[config.mk]
export PLATFORM = sky130hd
export DESIGN_NAME = cic_output_arbiter
export DESIGN_NICKNAME = d
export VERILOG_FILES = /design/src/rtl/cic_pkg.sv /design/src/rtl/stream_fifo.sv /design/src/rtl/cic_output_arbiter.sv
export SDC_FILE = /design/constraint.sdc
export NUM_CORES = 1
export LEC_CHECK = 0
export ABC_CLOCK_PERIOD_IN_PS = 3250
export BUFFER_PORTS_ARGS = -buffer_cell sky130_fd_sc_hd__buf_2
export CAP_MARGIN = 20
export CORE_UTILIZATION = 30
export CTS_CLUSTER_DIAMETER = 60
export DETAILED_ROUTE_END_ITERATION = 10
export GPL_TIMING_DRIVEN = 0
export PLACE_DENSITY = 0.52
export SLEW_MARGIN = 20
export SYNTH_ARGS = -nofsm -noshare
export SYNTH_HDL_FRONTEND = slang
export SYNTH_SLANG_ARGS = --single-unit
[constraint.sdc]
create_clock -name clk_i -period 3.25 [get_ports clk_i]
set_input_delay 0.65 -clock clk_i [delete_from_list [all_inputs] [get_ports clk_i]]
set_output_delay 0.65 -clock clk_i [all_outputs]
set_load 0.02 [all_outputs]
[src/rtl/cic_pkg.sv]
// Shared helpers for the CIC output path: channel-tag sizing.
package cic_pkg;

  localparam int unsigned DefaultWordLengthBits = 36;
  localparam int unsigned DefaultFifoDepth      = 4;

  // Width of a channel index; never zero so a tag port always exists.
  function automatic int unsigned channel_bits(input int unsigned n);
    return (n < 2) ? 1 : $clog2(n);
  endfunction

endpackage

[src/rtl/stream_fifo.sv]
// Per-channel word FIFO with registered occupancy; ready depends only on the count.
module stream_fifo #(
  parameter int unsigned WordLengthBits = 36,
  parameter int unsigned Depth          = 4
) (
  input  logic                      clk_i,
  input  logic                      rst_i,
  input  logic [WordLengthBits-1:0] in_i,
  input  logic                      in_valid_i,
  output logic                      in_ready_o,
  output logic [WordLengthBits-1:0] out_o,
  output logic                      out_valid_o,
  input  logic                      pop_i
);

  localparam int unsigned PtrW = (Depth > 1) ? $clog2(Depth) : 1;
  localparam int unsigned CntW = $clog2(Depth) + 1;
  localparam logic [CntW-1:0] FullCount = CntW'(Depth);

  logic [WordLengthBits-1:0] mem_q [Depth];
  logic [PtrW-1:0]           wr_ptr_q, wr_ptr_d;
  logic [PtrW-1:0]           rd_ptr_q, rd_ptr_d;
  logic [CntW-1:0]           count_q, count_d;
  logic                      push;
  logic                      pop;

  // A full FIFO refuses a write even when it is popped in the same cycle.
  assign in_ready_o  = (count_q != FullCount);
  assign out_valid_o = (count_q != '0);
  assign out_o       = mem_q[rd_ptr_q];
  assign push        = in_valid_i && in_ready_o;
  assign pop         = pop_i && out_valid_o;

  always_comb begin
    wr_ptr_d = wr_ptr_q;
    rd_ptr_d = rd_ptr_q;
    count_d  = count_q;
    if (push) begin
      wr_ptr_d = wr_ptr_q + PtrW'(1);
    end
    if (pop) begin
      rd_ptr_d = rd_ptr_q + PtrW'(1);
    end
    case ({push, pop})
      2'b10:   count_d = count_q + CntW'(1);
      2'b01:   count_d = count_q - CntW'(1);
      default: count_d = count_q;
    endcase
  end

  always_ff @(posedge clk_i) begin
    if (rst_i) begin
      wr_ptr_q <= '0;
      rd_ptr_q <= '0;
      count_q  <= '0;
    end else begin
      wr_ptr_q <= wr_ptr_d;
      rd_ptr_q <= rd_ptr_d;
      count_q  <= count_d;
    end
  end

  always_ff @(posedge clk_i) begin
    if (push && !rst_i) begin
      mem_q[wr_ptr_q] <= in_i;
    end
  end

endmodule

[src/rtl/cic_output_arbiter.sv]
// Merges NumChannels CIC output streams into one tagged stream via per-channel
// FIFOs and a round-robin scheduler; dropped words raise a sticky overflow flag.
module cic_output_arbiter
  import cic_pkg::*;
#(
  parameter int unsigned NumChannels    = 2,
  parameter int unsigned WordLengthBits = DefaultWordLengthBits,
  parameter int unsigned FifoDepth      = DefaultFifoDepth,
  parameter int unsigned ChannelBits    = channel_bits(NumChannels)
) (
  input  logic                                     clk_i,
  input  logic                                     rst_i,
  input  logic [NumChannels-1:0][WordLengthBits-1:0] in_i,
  input  logic [NumChannels-1:0]                   in_valid_i,
  output logic [NumChannels-1:0]                   in_ready_o,
  output logic [WordLengthBits-1:0]                out_o,
  output logic [ChannelBits-1:0]                   out_channel_o,
  output logic                                     out_valid_o,
  input  logic                                     out_ready_i,
  output logic [NumChannels-1:0]                   overflow_o
);

  localparam logic [ChannelBits-1:0] LastGrantRst = ChannelBits'(NumChannels - 1);

  logic [WordLengthBits-1:0] fifo_head [NumChannels];
  logic [NumChannels-1:0]    fifo_valid;
  logic [NumChannels-1:0]    fifo_ready;
  logic [NumChannels-1:0]    fifo_pop;

  logic [WordLengthBits-1:0] out_q, out_d;
  logic [ChannelBits-1:0]    out_channel_q, out_channel_d;
  logic                      out_valid_q, out_valid_d;
  logic [ChannelBits-1:0]    last_grant_q, last_grant_d;
  logic [NumChannels-1:0]    overflow_q, overflow_d;

  logic                      load;
  logic                      do_pop;
  logic                      grant_found;
  logic [ChannelBits-1:0]    grant_idx;

  for (genvar c = 0; c < NumChannels; c++) begin : g_chan
    stream_fifo #(
      .WordLengthBits(WordLengthBits),
      .Depth         (FifoDepth)
    ) u_fifo (
      .clk_i      (clk_i),
      .rst_i      (rst_i),
      .in_i       (in_i[c]),
      .in_valid_i (in_valid_i[c]),
      .in_ready_o (fifo_ready[c]),
      .out_o      (fifo_head[c]),
      .out_valid_o(fifo_valid[c]),
      .pop_i      (fifo_pop[c])
    );
  end

  assign in_ready_o    = fifo_ready;
  assign out_o         = out_q;
  assign out_channel_o = out_channel_q;
  assign out_valid_o   = out_valid_q;
  assign overflow_o    = overflow_q;

  assign load   = !out_valid_q || out_ready_i;
  assign do_pop = load && grant_found;

  // Search starts just after the last served channel, so it ends up lowest priority.
  always_comb begin
    int unsigned cand;
    grant_found = 1'b0;
    grant_idx   = last_grant_q;
    cand        = 0;
    for (int unsigned i = 1; i <= NumChannels; i++) begin
      cand = (32'(last_grant_q) + i) % NumChannels;
      if (!grant_found && fifo_valid[ChannelBits'(cand)]) begin
        grant_found = 1'b1;
        grant_idx   = ChannelBits'(cand);
      end
    end
  end

  always_comb begin
    fifo_pop = '0;
    for (int unsigned c = 0; c < NumChannels; c++) begin
      fifo_pop[c] = do_pop && (grant_idx == ChannelBits'(c));
    end
  end

  always_comb begin
    out_d         = out_q;
    out_channel_d = out_channel_q;
    out_valid_d   = out_valid_q;
    last_grant_d  = last_grant_q;
    overflow_d    = overflow_q | (in_valid_i & ~fifo_ready);
    if (load) begin
      out_valid_d = grant_found;
      if (grant_found) begin
        out_d         = fifo_head[grant_idx];
        out_channel_d = grant_idx;
        last_grant_d  = grant_idx;
      end
    end
  end

  always_ff @(posedge clk_i) begin
    if (rst_i) begin
      out_q         <= '0;
      out_channel_q <= '0;
      out_valid_q   <= 1'b0;
      last_grant_q  <= LastGrantRst;
      overflow_q    <= '0;
    end else begin
      out_q         <= out_d;
      out_channel_q <= out_channel_d;
      out_valid_q   <= out_valid_d;
      last_grant_q  <= last_grant_d;
      overflow_q    <= overflow_d;
    end
  end

endmodule
==> run_results.csv, run 1 <==
group,metric,value,unit
power,clkPwrFrac,30.2,%
synthesis,synth_seq_cells,347,
synthesis,yosys.area.top_type,"edfxtp_1",
timing,fin_ws,768,ps
critical_path,cp_cell_sequence,"or3b_2 -> buf_4 -> buf_2",
placed_design,dpl_cell_area,14600,µm²
power,irDropWorstVdd,0.441,mV
floorplan,dieHeight,211,µm
critical_path,required,2600,ps
global_route,overflow,0,
floorplan,start_util,30.4,%
final_layout,final_layout_size_suffix_gt1_share,31.7,%
global_route,grt_usage,13.8,%
timing,hold_viol,0,
routing,vias,6823,
power,p_seq_share,42.7,%
critical_path,crit_fanout,7,
final_layout,syn_to_final_growth,20.1,%
placed_design,dpl.cell_count,1410,
final_layout,final-seq-area,9830,µm²
timing,fin_crit_sh,76.4,%
critical_path,reg2reg_slack,780,ps
synthesis,synth-edff-count,288,
worst_hold_path,hold_path.class,"input pin to flop",
synthesis,synth_top_family_by_area,"multiplexers",
clocking,clkSinkCount,347,
timing,post-route-min-period,2480,ps
routing,dr.pass1.iters,5,
clocking,cts_buffer_depth,3,
floorplan,num_rows,76,
routing,wl,29900,µm
synthesis,ys_seq_area_share,75.0,%
placed_design,dp.final_hpwl,20800,µm
synthesis,synthTopCellsByArea,"edfxtp_1 66%, mux4_2 12%, dfxtp_1 9.0%, a311oi_1 2.4%, nor2_1 1.6%",
critical_path,reg2reg_depth,8,
timing,finalClockSkew,20.3,ps
critical_path,worstReg2RegEnd,"g_chan[1].u_fifo.count_q[2]$_SDFFE_PP0P_",
synthesis,synth_xor_area_share,0.668,%
floorplan,coreArea,43100,µm²
placed_design,post-place-ws,588,ps
critical_path,critPathSlowestCell,"or3b_2",
synthesis,synth_common_cells,"288 x edfxtp_1, 72 x mux4_2, 59 x dfxtp_1",
timing,slew_violations,0,
synthesis,yosysUniqueCellTypes,37,
clocking,cts_resized,0,
power,p_int,9040,µW
critical_path,critical_path_class,"flop to output port",
synthesis,avgSynthCellArea,18.7,µm²
run_status,outcome,"finished clean",
power,switchingPower,4100,µW
timing,final-setup-viol-count,0,
global_route,grt_pass1_vias,7103,
global_route,grt_max_degree,26,
synthesis,synthCells,700,
timing,max_slew_margin,49.1,%
final_layout,final_nets,953,
critical_path,critical_path_buf_inv_count,2,
floorplan,die-width,211,µm
placed_design,port_buffers,117,
timing,fmax,403,MHz
floorplan,io_pins,119,
floorplan,die-area,44500,µm²
clocking,clk_pin_slew,60,ps
timing,hold_ws,339,ps
worst_hold_path,holdPathEnd,"g_chan[0].u_fifo.mem_q[1][35]$_DFFE_PP_",
final_layout,nFillCells,4040,
synthesis,yosys.area_share.adder,1.26,%
synthesis,netlist.area_leader.share,66.0,%
synthesis,ys_warn_count,0,
critical_path,r2r_start,"g_chan[1].u_fifo.count_q[2]$_SDFFE_PP0P_",
routing,wl_per_cell,20.3,µm
synthesis,syn_area,13100,µm²
synthesis,postSynth.asyncResetShare,0,%
worst_hold_path,hold_depth,1,
synthesis,synth_compound_area_share,3.26,%
power,switching_share,31.2,%
routing,drt_drc_violations_left,0,
power,power.density,835,nW/µm²
global_route,grt_pass1_wl,44800,µm
power,p_leak,0.00528,µW
global_route,antenna_found_initial,6,
synthesis,synth_most_common_cell,"edfxtp_1",
power,comb_power_share,27.1,%
flow_run,drv_cap,0,
final_layout,fin_cells,1470,
clocking,cts_tree,"yes",
critical_path,critical-path-max-stage-delay,520,ps
worst_hold_path,min_from,"in_i[35]",
placed_design,gp_congestion,0.816,
clocking,clk_latency,520,ps
critical_path,endpoint_kind,"output port",
clocking,ctsHoldBuffers,0,
clocking,h-tree-depth,2,
clocking,cts_buffers,37,
critical_path,crit_path_start_kind,"flop",
synthesis,synth-simple-area-share,5.38,%
timing,grt_setup_unrepaired,"no",
routing,avgViaCountPerCell,4.64,
synthesis,syn_nets,789,
critical_path,worstPathArrival,1830,ps
clocking,post_cts_buffers,0,
critical_path,cpLargestDelayFamily,"simple AND/OR/NAND/NOR gates",
routing,ant_nets,0,
timing,tightest_slew,764,ps
synthesis,synthMuxAreaShare,12.5,%
final_layout,final_cell_area,15700,µm²
clocking,clock_tree.root_cell,"clkbuf_16",
final_layout,multi_input_area,3030,µm²
synthesis,synth_flop_cell,"edfxtp_1",
critical_path,worst-path-stages,3,
routing,first_iter_violations,567,
-- cells in the final DEF, fill, tap and decap left out, drive strengths merged --
cell type	n
xnor2	5
clkinvlp	3
buf	149
a41oi	1
and3	1
a31oi	2
a21oi	5
mux4	72
xor2	5
o31ai	1
nor2	56
nand4	1
o211a	1
or4	1
nand2b	1
clkinv	10
a21boi	1
and2	8
ha	10
o2111ai	1
inv	7
nand2	41
clkbuf	63
o21bai	1
a311oi	36
dfxtp	59
mux2i	1
or3	4
nor3	3
nand3	38
bufinv	3
or3b	2
edfxtp	288
diode	1
fa	2
o21ai	2
-- power by group through the flow --
stage          Clock [µW]  Sequential (µW)  Combinational [µW]
6_report             3970             5610                3560
5_1_grt              4250             5650                3920
4_1_cts              4080             5600                3610
3_5_place_dp            0             5690                3600
3_3_place_gp            0             5690                3510
2_1_floorplan           0             5820                2250
-- per-layer routing --
metal | global-route usage (%) | part of all wire, % | vias up
met5 | 0 | 0.21 | -
met3 | 4.24 | 7.3 | 42
li1 | - | - | 3133
met4 | 3.35 | 1.5 | 10
met2 | 21.4 | 46 | 178
met1 | 18.8 | 45 | 3460
-- cell type report --
| type | instances | area share (%) |
|---|---|---|
| Clock inverter | 16 | 1.03 |
| Buffer | 44 | 1.48 |
| Inverter | 7 | 0.167 |
| Tap cell | 585 | 4.65 |
| Clock buffer | 43 | 6.03 |
| Antenna cell | 1 | 0.0159 |
| Sequential cell | 347 | 62.5 |
| Timing Repair Buffer | 125 | 4.93 |
| Multi-Input combinational cell | 302 | 19.2 |
-- cells by family after synthesis --
| family | Yosys count |
|---|---|
| compound gates | 51 |
| buf+inv | 51 |
| xor+xnor | 10 |
| flops | 347 |
| fa+ha+maj | 12 |
| simple gates | 156 |
| mux | 73 |
-- through the flow --
step | TNS, ps | util (%) | total power, µW
final | 0 | 36.5 | 13100
after global routing | 0 | 36.5 | 13800
after CTS | 0 | 36.5 | 13300
after detailed placement | 0 | 33.9 | 9280
after global placement | -79630 | 33.5 | 9200
after floorplan | 0 | - | 8070
-- sequential cells by signal, summed over array words and instances (netlist names), named ones only --
name                    cells
g_chan.u_fifo.mem_q       288
out_o                      36
g_chan.u_fifo.count_q       6
g_chan.u_fifo.rd_ptr_q      4
g_chan.u_fifo.wr_ptr_q      4
overflow_o                  2
last_grant_q                1
out_channel_o               1
out_valid_o                 1
-- how the worst max path moves through the flow --
stage	startpoint	endpoint	slack, ps
after global routing	g_chan[1].u_fifo.count_q[2]$_SDFFE_PP0P_	g_chan[1].u_fifo.count_q[2]$_SDFFE_PP0P_	620
final	g_chan[0].u_fifo.count_q[2]$_SDFFE_PP0P_	in_ready_o[0]	770
after floorplan	rst_i	g_chan[1].u_fifo.mem_q[0][0]$_DFFE_PP_	820
after CTS	g_chan[0].u_fifo.count_q[2]$_SDFFE_PP0P_	in_ready_o[0]	750
after global placement	rst_i	g_chan[1].u_fifo.mem_q[0][19]$_DFFE_PP_	-310
after detailed placement	rst_i	g_chan[0].u_fifo.mem_q[1][17]$_DFFE_PP_	590
(Power assumes the default switching activity.)
==> run 2: changes to the inputs <==
--- a/config.mk
+++ b/config.mk
@@ -5,7 +5,8 @@
 export SDC_FILE = /design/constraint.sdc
 export NUM_CORES = 1
 export LEC_CHECK = 0
-export ABC_CLOCK_PERIOD_IN_PS = 3250
+export ABC_AREA = 1
+export ABC_CLOCK_PERIOD_IN_PS = 2300
 export BUFFER_PORTS_ARGS = -buffer_cell sky130_fd_sc_hd__buf_2
 export CAP_MARGIN = 20
 export CORE_UTILIZATION = 30
==> constraint.sdc (replaced) <==
create_clock -name clk_i -period 2.3 [get_ports clk_i]
set_input_delay 0.46 -clock clk_i [delete_from_list [all_inputs] [get_ports clk_i]]
set_output_delay 0.46 -clock clk_i [all_outputs]
set_load 0.02 [all_outputs]
==> run_results.csv, run 2 <==
group,metric,value,unit
run_status,outcome,"finished clean",
worst_hold_path,hold_path.class,"input pin to flop",
final_layout,fin_cells,2412,
synthesis,avgSynthCellArea,9.60,µm²
routing,vias,10100,
synthesis,postSynth.asyncResetShare,0,%
clocking,cts_tree,"yes",
critical_path,critical_path_class,"flop to flop",
clocking,clk_pin_slew,60,ps
critical_path,worstPathArrival,2570,ps
synthesis,synth_most_common_cell,"nand2_1",
global_route,grt_usage,15.1,%
placed_design,post-place-ws,-295,ps
global_route,overflow,0,
clocking,clkSinkCount,347,
clocking,clock_tree.root_cell,"clkbuf_16",
synthesis,yosys.area.top_type,"edfxtp_1",
final_layout,syn_to_final_growth,19.9,%
final_layout,final_layout_size_suffix_gt1_share,13.9,%
placed_design,port_buffers,117,
placed_design,gp_congestion,0.791,
global_route,grt_max_degree,22,
floorplan,die-width,224,µm
power,p_leak,0.00797,µW
timing,fin_crit_sh,94.0,%
synthesis,synth_common_cells,"553 x nand2_1, 313 x inv_1, 288 x edfxtp_1",
clocking,cts_buffers,37,
flow_run,drv_cap,0,
final_layout,layout_commonest_cell,"nand2_1",
synthesis,ys_warn_count,0,
critical_path,crit_path_start_kind,"flop",
timing,hold_viol,0,
timing,fmax,463,MHz
routing,wl_met2,18500,µm
floorplan,start_util,30.4,%
global_route,grt_pass1_wl,57100,µm
timing,tightest_slew,744,ps
final_layout,layout_common_cells,"552 x nand2_1, 313 x inv_1, 288 x edfxtp_1, 150 x nand3_1, 142 x buf_2",
routing,ant_nets,0,
synthesis,syn_nets,1634,
placed_design,dpl.cell_count,2336,
clocking,ctsHoldBuffers,0,
synthesis,synth_seq_cells,347,
final_layout,largest_register_ffs,288,
timing,hold_ws,148,ps
routing,first_iter_violations,486,
power,p_int,13300,µW
synthesis,ys_seq_area_share,66.3,%
routing,wl,37700,µm
global_route,grt_pass1_vias,9931,
clocking,h-tree-depth,2,
synthesis,netlist.area_leader.share,58.3,%
routing,drt-met1-wl,16700,µm
synthesis,synth-edff-count,288,
critical_path,endpoint_kind,"flop",
floorplan,die-area,50300,µm²
critical_path,reg2reg_slack,140,ps
timing,max_slew_margin,50.3,%
final_layout,nFillCells,4978,
timing,slew_violations,0,
floorplan,dieHeight,224,µm
routing,wl_per_cell,15.6,µm
timing,post-route-min-period,2160,ps
synthesis,synth_flop_cell,"edfxtp_1",
timing,final-setup-viol-count,0,
power,power.density,1220,nW/µm²
power,switching_share,38.6,%
timing,grt_setup_unrepaired,"yes",
synthesis,synthCells,1545,
global_route,antenna_found_initial,11,
routing,avgViaCountPerCell,4.20,
routing,top_layer_used,"met5",
routing,wl_met3,1410,µm
routing,drt_drc_violations_left,0,
timing,fin_ws,138,ps
synthesis,synthTopCellsByArea,"edfxtp_1 58%, nand2_1 14%, dfxtp_1 8.0%, inv_1 7.9%, nand3_1 5.1%",
power,p_seq_share,37.1,%
floorplan,io_pins,119,
power,irDropWorstVdd,0.415,mV
critical_path,required,2710,ps
timing,finalSetupTns,0,ps
synthesis,syn_area,14800,µm²
power,comb_power_share,37.2,%
synthesis,yosysUniqueCellTypes,24,
clocking,cts_buffer_depth,3,
power,switchingPower,8370,µW
final_layout,top_register,"g_chan.u_fifo.mem_q",
floorplan,num_rows,81,
timing,finalClockSkew,10.3,ps
floorplan,coreArea,48800,µm²
placed_design,dp.final_hpwl,26900,µm
power,clkPwrFrac,25.7,%
critical_path,crit_fanout,10,
routing,dr.pass1.iters,5,
clocking,clk_latency,520,ps
final_layout,final_nets,1804,
[run 2: changes by cell type after synthesis, sizes merged, moves of 35 or more]
cell / delta
a21oi: +49
a311oi: -36
inv: +311
mux4: -72
nand2: +516
nand3: +112
nor2: -35
[run 2: path summary, 6_finish.rpt]
kind | depth (start not counted) | end | from
max | 12 | g_chan[1].u_fifo.count_q[2]$_SDFFE_PP0P_ | g_chan[0].u_fifo.count_q[0]$_SDFFE_PP0P_
min | 1 | g_chan[0].u_fifo.mem_q[2][31]$_DFFE_PP_ | in_i[31]
max reg2reg | 12 | g_chan[1].u_fifo.count_q[2]$_SDFFE_PP0P_ | g_chan[0].u_fifo.count_q[0]$_SDFFE_PP0P_
min reg2reg | 2 | overflow_o[1]$_SDFF_PP0_ | overflow_o[1]$_SDFF_PP0_
[run 2: cell families after synthesis]
group | count (synthesis) | share of synthesized area [%]
adder cells (fa/ha/maj) | 12 | 1.11
flip-flops | 347 | 66.3
AND/OR/NAND/NOR | 728 | 19.8
buffers and inverters | 385 | 10.2
AO/OA/AOI/OAI | 70 | 2.42
XOR/XNOR | 3 | 0.177
[run 2: stage by stage]
step,power [µW],area (µm²),util (%)
after global routing,23100,17800,36.4
after CTS,21900,17700,36.3
final,21700,17800,36.4
after floorplan,13200,14800,-
after global placement,15900,16200,33.3
after detailed placement,16200,16600,33.9
[run 2: worst max-delay path: stages (launching register included)]
cell     delay, ps
dfxtp_4        360
nor2_4         150
nand2_2        100
nand2_1        110
nand2_4        120
nor2_4         140
ha_1           150
inv_1           70
fa_1           440
a21oi_1        140
o21ai_1         90
o21ai_1        120
a21oi_1         50
[run 2: final cells by class]
type / count / area [µm²] / share of cell area, %
Buffer: 67 / 317 / 1.78
Clock buffer: 53 / 1060 / 5.95
Clock inverter: 12 / 61.3 / 0.345
Sequential cell: 347 / 9840 / 55.3
Inverter: 318 / 1190 / 6.71
Multi-Input combinational cell: 813 / 3590 / 20.2
Timing Repair Buffer: 131 / 876 / 4.93
Tap cell: 664 / 831 / 4.67
Antenna cell: 7 / 17.5 / 0.0985
[run 2: repair_timing]
item	in CTS	in global routing
endpoints found under the setup margin	2	55
gates resized for setup	7	11
setup buffers	1	3
pin swaps	1	3
[run 2: power by group through the flow]
| stage | combinational [µW] | clock (µW) | sequential, µW |
|---|---|---|---|
| final | 8050 | 5570 | 8040 |
| after global routing | 9040 | 5950 | 8100 |
| after CTS | 8120 | 5710 | 8040 |
| after detailed placement | 7990 | 0 | 8160 |
| after global placement | 7770 | 0 | 8180 |
| after floorplan | 4790 | 0 | 8420 |
[run 2: metal layers]
metal	up-vias	GRT usage, %
li1	5176	-
met4	10	4.78
met1	4738	18.8
met5	-	0
met3	65	2.93
met2	142	26.2
==> run 3: changes to the inputs <==
--- a/config.mk
+++ b/config.mk
@@ -13,7 +13,7 @@
 export CTS_CLUSTER_DIAMETER = 60
 export DETAILED_ROUTE_END_ITERATION = 10
 export GPL_TIMING_DRIVEN = 0
-export PLACE_DENSITY = 0.52
+export PLACE_DENSITY_LB_ADDON = 0.12
 export SLEW_MARGIN = 20
 export SYNTH_ARGS = -nofsm -noshare
 export SYNTH_HDL_FRONTEND = slang
==> run_results.csv, run 3 (synthesis results as in run 2) <==
group,metric,value,unit
run_status,outcome,"finished clean",
final_layout,top_register,"g_chan.u_fifo.mem_q",
floorplan,dieHeight,224,µm
global_route,grt_usage,15.6,%
final_layout,utilization,36.9,%
global_route,grt_pass1_wl,58800,µm
critical_path,reg2reg_slack,150,ps
placed_design,dp.final_hpwl,26900,µm
placed_design,gp_congestion,0.782,
critical_path,crit_top_cell,"nor2_4",
routing,vias,9994,
final_layout,layout_commonest_cell,"nand2_1",
placed_design,port_buffers,117,
routing,drt_drc_violations_left,0,
placed_design,dpl_cell_area,16600,µm²
timing,grt_setup_unrepaired,"no",
clocking,clk_latency,550,ps
critical_path,worstPathArrival,2390,ps
timing,post-route-min-period,2150,ps
timing,finalSetupTns,0,ps
timing,slew_violations,0,
floorplan,coreArea,48800,µm²
timing,tightest_slew,754,ps
final_layout,multi_input_area,3590,µm²
clocking,cts_buffer_depth,3,
critical_path,critical-path-max-stage-delay,680,ps
global_route,overflow,0,
final_layout,final_layout_size_suffix_gt1_share,14.5,%
routing,dr.pass1.iters,7,
routing,ant_nets,0,
floorplan,io_pins,119,
timing,final-setup-viol-count,0,
clocking,clk_pin_slew,60,ps
floorplan,die-width,224,µm
final_layout,final-seq-area,9830,µm²
routing,avgViaCountPerCell,4.13,
final_layout,layout_common_cells,"552 x nand2_1, 313 x inv_1, 288 x edfxtp_1, 150 x nand3_1, 142 x buf_2",
timing,finalClockSkew,17.9,ps
clocking,clock_tree.root_cell,"clkbuf_16",
flow_run,drv_cap,0,
final_layout,nFillCells,4933,
floorplan,start_util,30.4,%
floorplan,num_rows,81,
final_layout,final_nets,1811,
global_route,grt_max_degree,22,
critical_path,critPathSlowestCell,"nor2_4",
power,power.density,1270,nW/µm²
final_layout,syn_to_final_growth,21.7,%
timing,fin_crit_sh,93.5,%
critical_path,crit_fanout,19,
global_route,antenna_found_initial,5,
final_layout,final_cell_area,18000,µm²
final_layout,largest_register_ffs,288,
critical_path,required,2540,ps
power,p_leak,0.00810,µW
power,p_total,22900,µW
routing,wl,38700,µm
worst_hold_path,hold_path.class,"input pin to flop",
timing,hold_ws,126,ps
critical_path,cp_cell_sequence,"nor2_4 -> nand2_1 -> nand3_1 -> nor2_4 -> buf_12",
critical_path,endpoint_kind,"flop",
timing,hold_viol,0,
global_route,grt_pass1_vias,9665,
clocking,cts_tree,"yes",
clocking,clkSinkCount,347,
critical_path,crit_path_start_kind,"flop",
critical_path,critical_path_class,"flop to flop",
clocking,cts_buffers,41,
timing,fmax,465,MHz
power,irDropWorstVdd,0.434,mV
clocking,h-tree-depth,2,
routing,wl_per_cell,16.0,µm
routing,first_iter_violations,450,
timing,max_slew_margin,49.7,%
floorplan,die-area,50300,µm²
## run 3: changes by cell type in the layout (fill, tap and decap cells not counted), sizes merged
cell      change
bufinv        +6
clkinv        +1
clkbuf        +1
clkinvlp      +2
buf           +3
diode         -6
inv           +1
## run 3: worst max-delay path, delay by kind of cell (launching register included)
family | cells | cell delay (ps)
buffers and inverters | 1 | 270
AND/OR/NAND/NOR | 4 | 1160
flip-flops | 1 | 390
## run 3: metrics by stage
step	cells	setup WS, ps
finish	2420	150
global route	2419	21.6
CTS	2413	9.31
detailed placement	2337	-281
global placement	2326	-2380
floorplan	1545	-543
## run 3: final timing paths
| kind | startpoint | end | depth (start not counted) |
|---|---|---|---|
| max | g_chan[1].u_fifo.count_q[1]$_SDFFE_PP0P_ | g_chan[1].u_fifo.mem_q[2][17]$_DFFE_PP_ | 5 |
| min reg2reg | overflow_o[1]$_SDFF_PP0_ | overflow_o[1]$_SDFF_PP0_ | 2 |
| max reg2reg | g_chan[1].u_fifo.count_q[1]$_SDFFE_PP0P_ | g_chan[1].u_fifo.mem_q[2][17]$_DFFE_PP_ | 5 |
| min | in_i[18] | g_chan[0].u_fifo.mem_q[2][18]$_DFFE_PP_ | 1 |
## run 3: metal layers
metal  vias to the layer above  share of wire (%)  routed length, µm  global-route usage (%)
li1                       5172                  -                  -                       -
met2                       148                 48              18500                    26.3
met3                        55                3.9               1500                    2.83
met4                         6                1.7                663                    3.82
met1                      4613                 46              18000                    20.7
met5                         -              0.093                 36                       0
## run 3: cell type report
cell class,count,share of cell area [%]
flip-flops and latches,347,54.5
multi-input cells,813,19.9
inverters,318,6.62
clock buffers,54,6.19
repair buffers,134,4.86
well taps,664,4.61
plain buffers,67,1.75
clock inverters,22,1.54
diodes,1,0.0139
## run 3: report_power, final
part	switching, µW	internal, µW	leakage, µW	total (µW)
Clock	2590	4110	0.000667	6700
Combinational	5660	2550	0.00433	8210
Sequential	451	7570	0.00310	8020
## run 3: what timing repair did
item | in CTS | in global routing
resized for setup | 6 | 10
setup endpoints to repair | 2 | 19
pin swaps | 0 | 4
hold buffers | 0 | 0
setup buffers | 0 | 6
gates cloned | 0 | 0
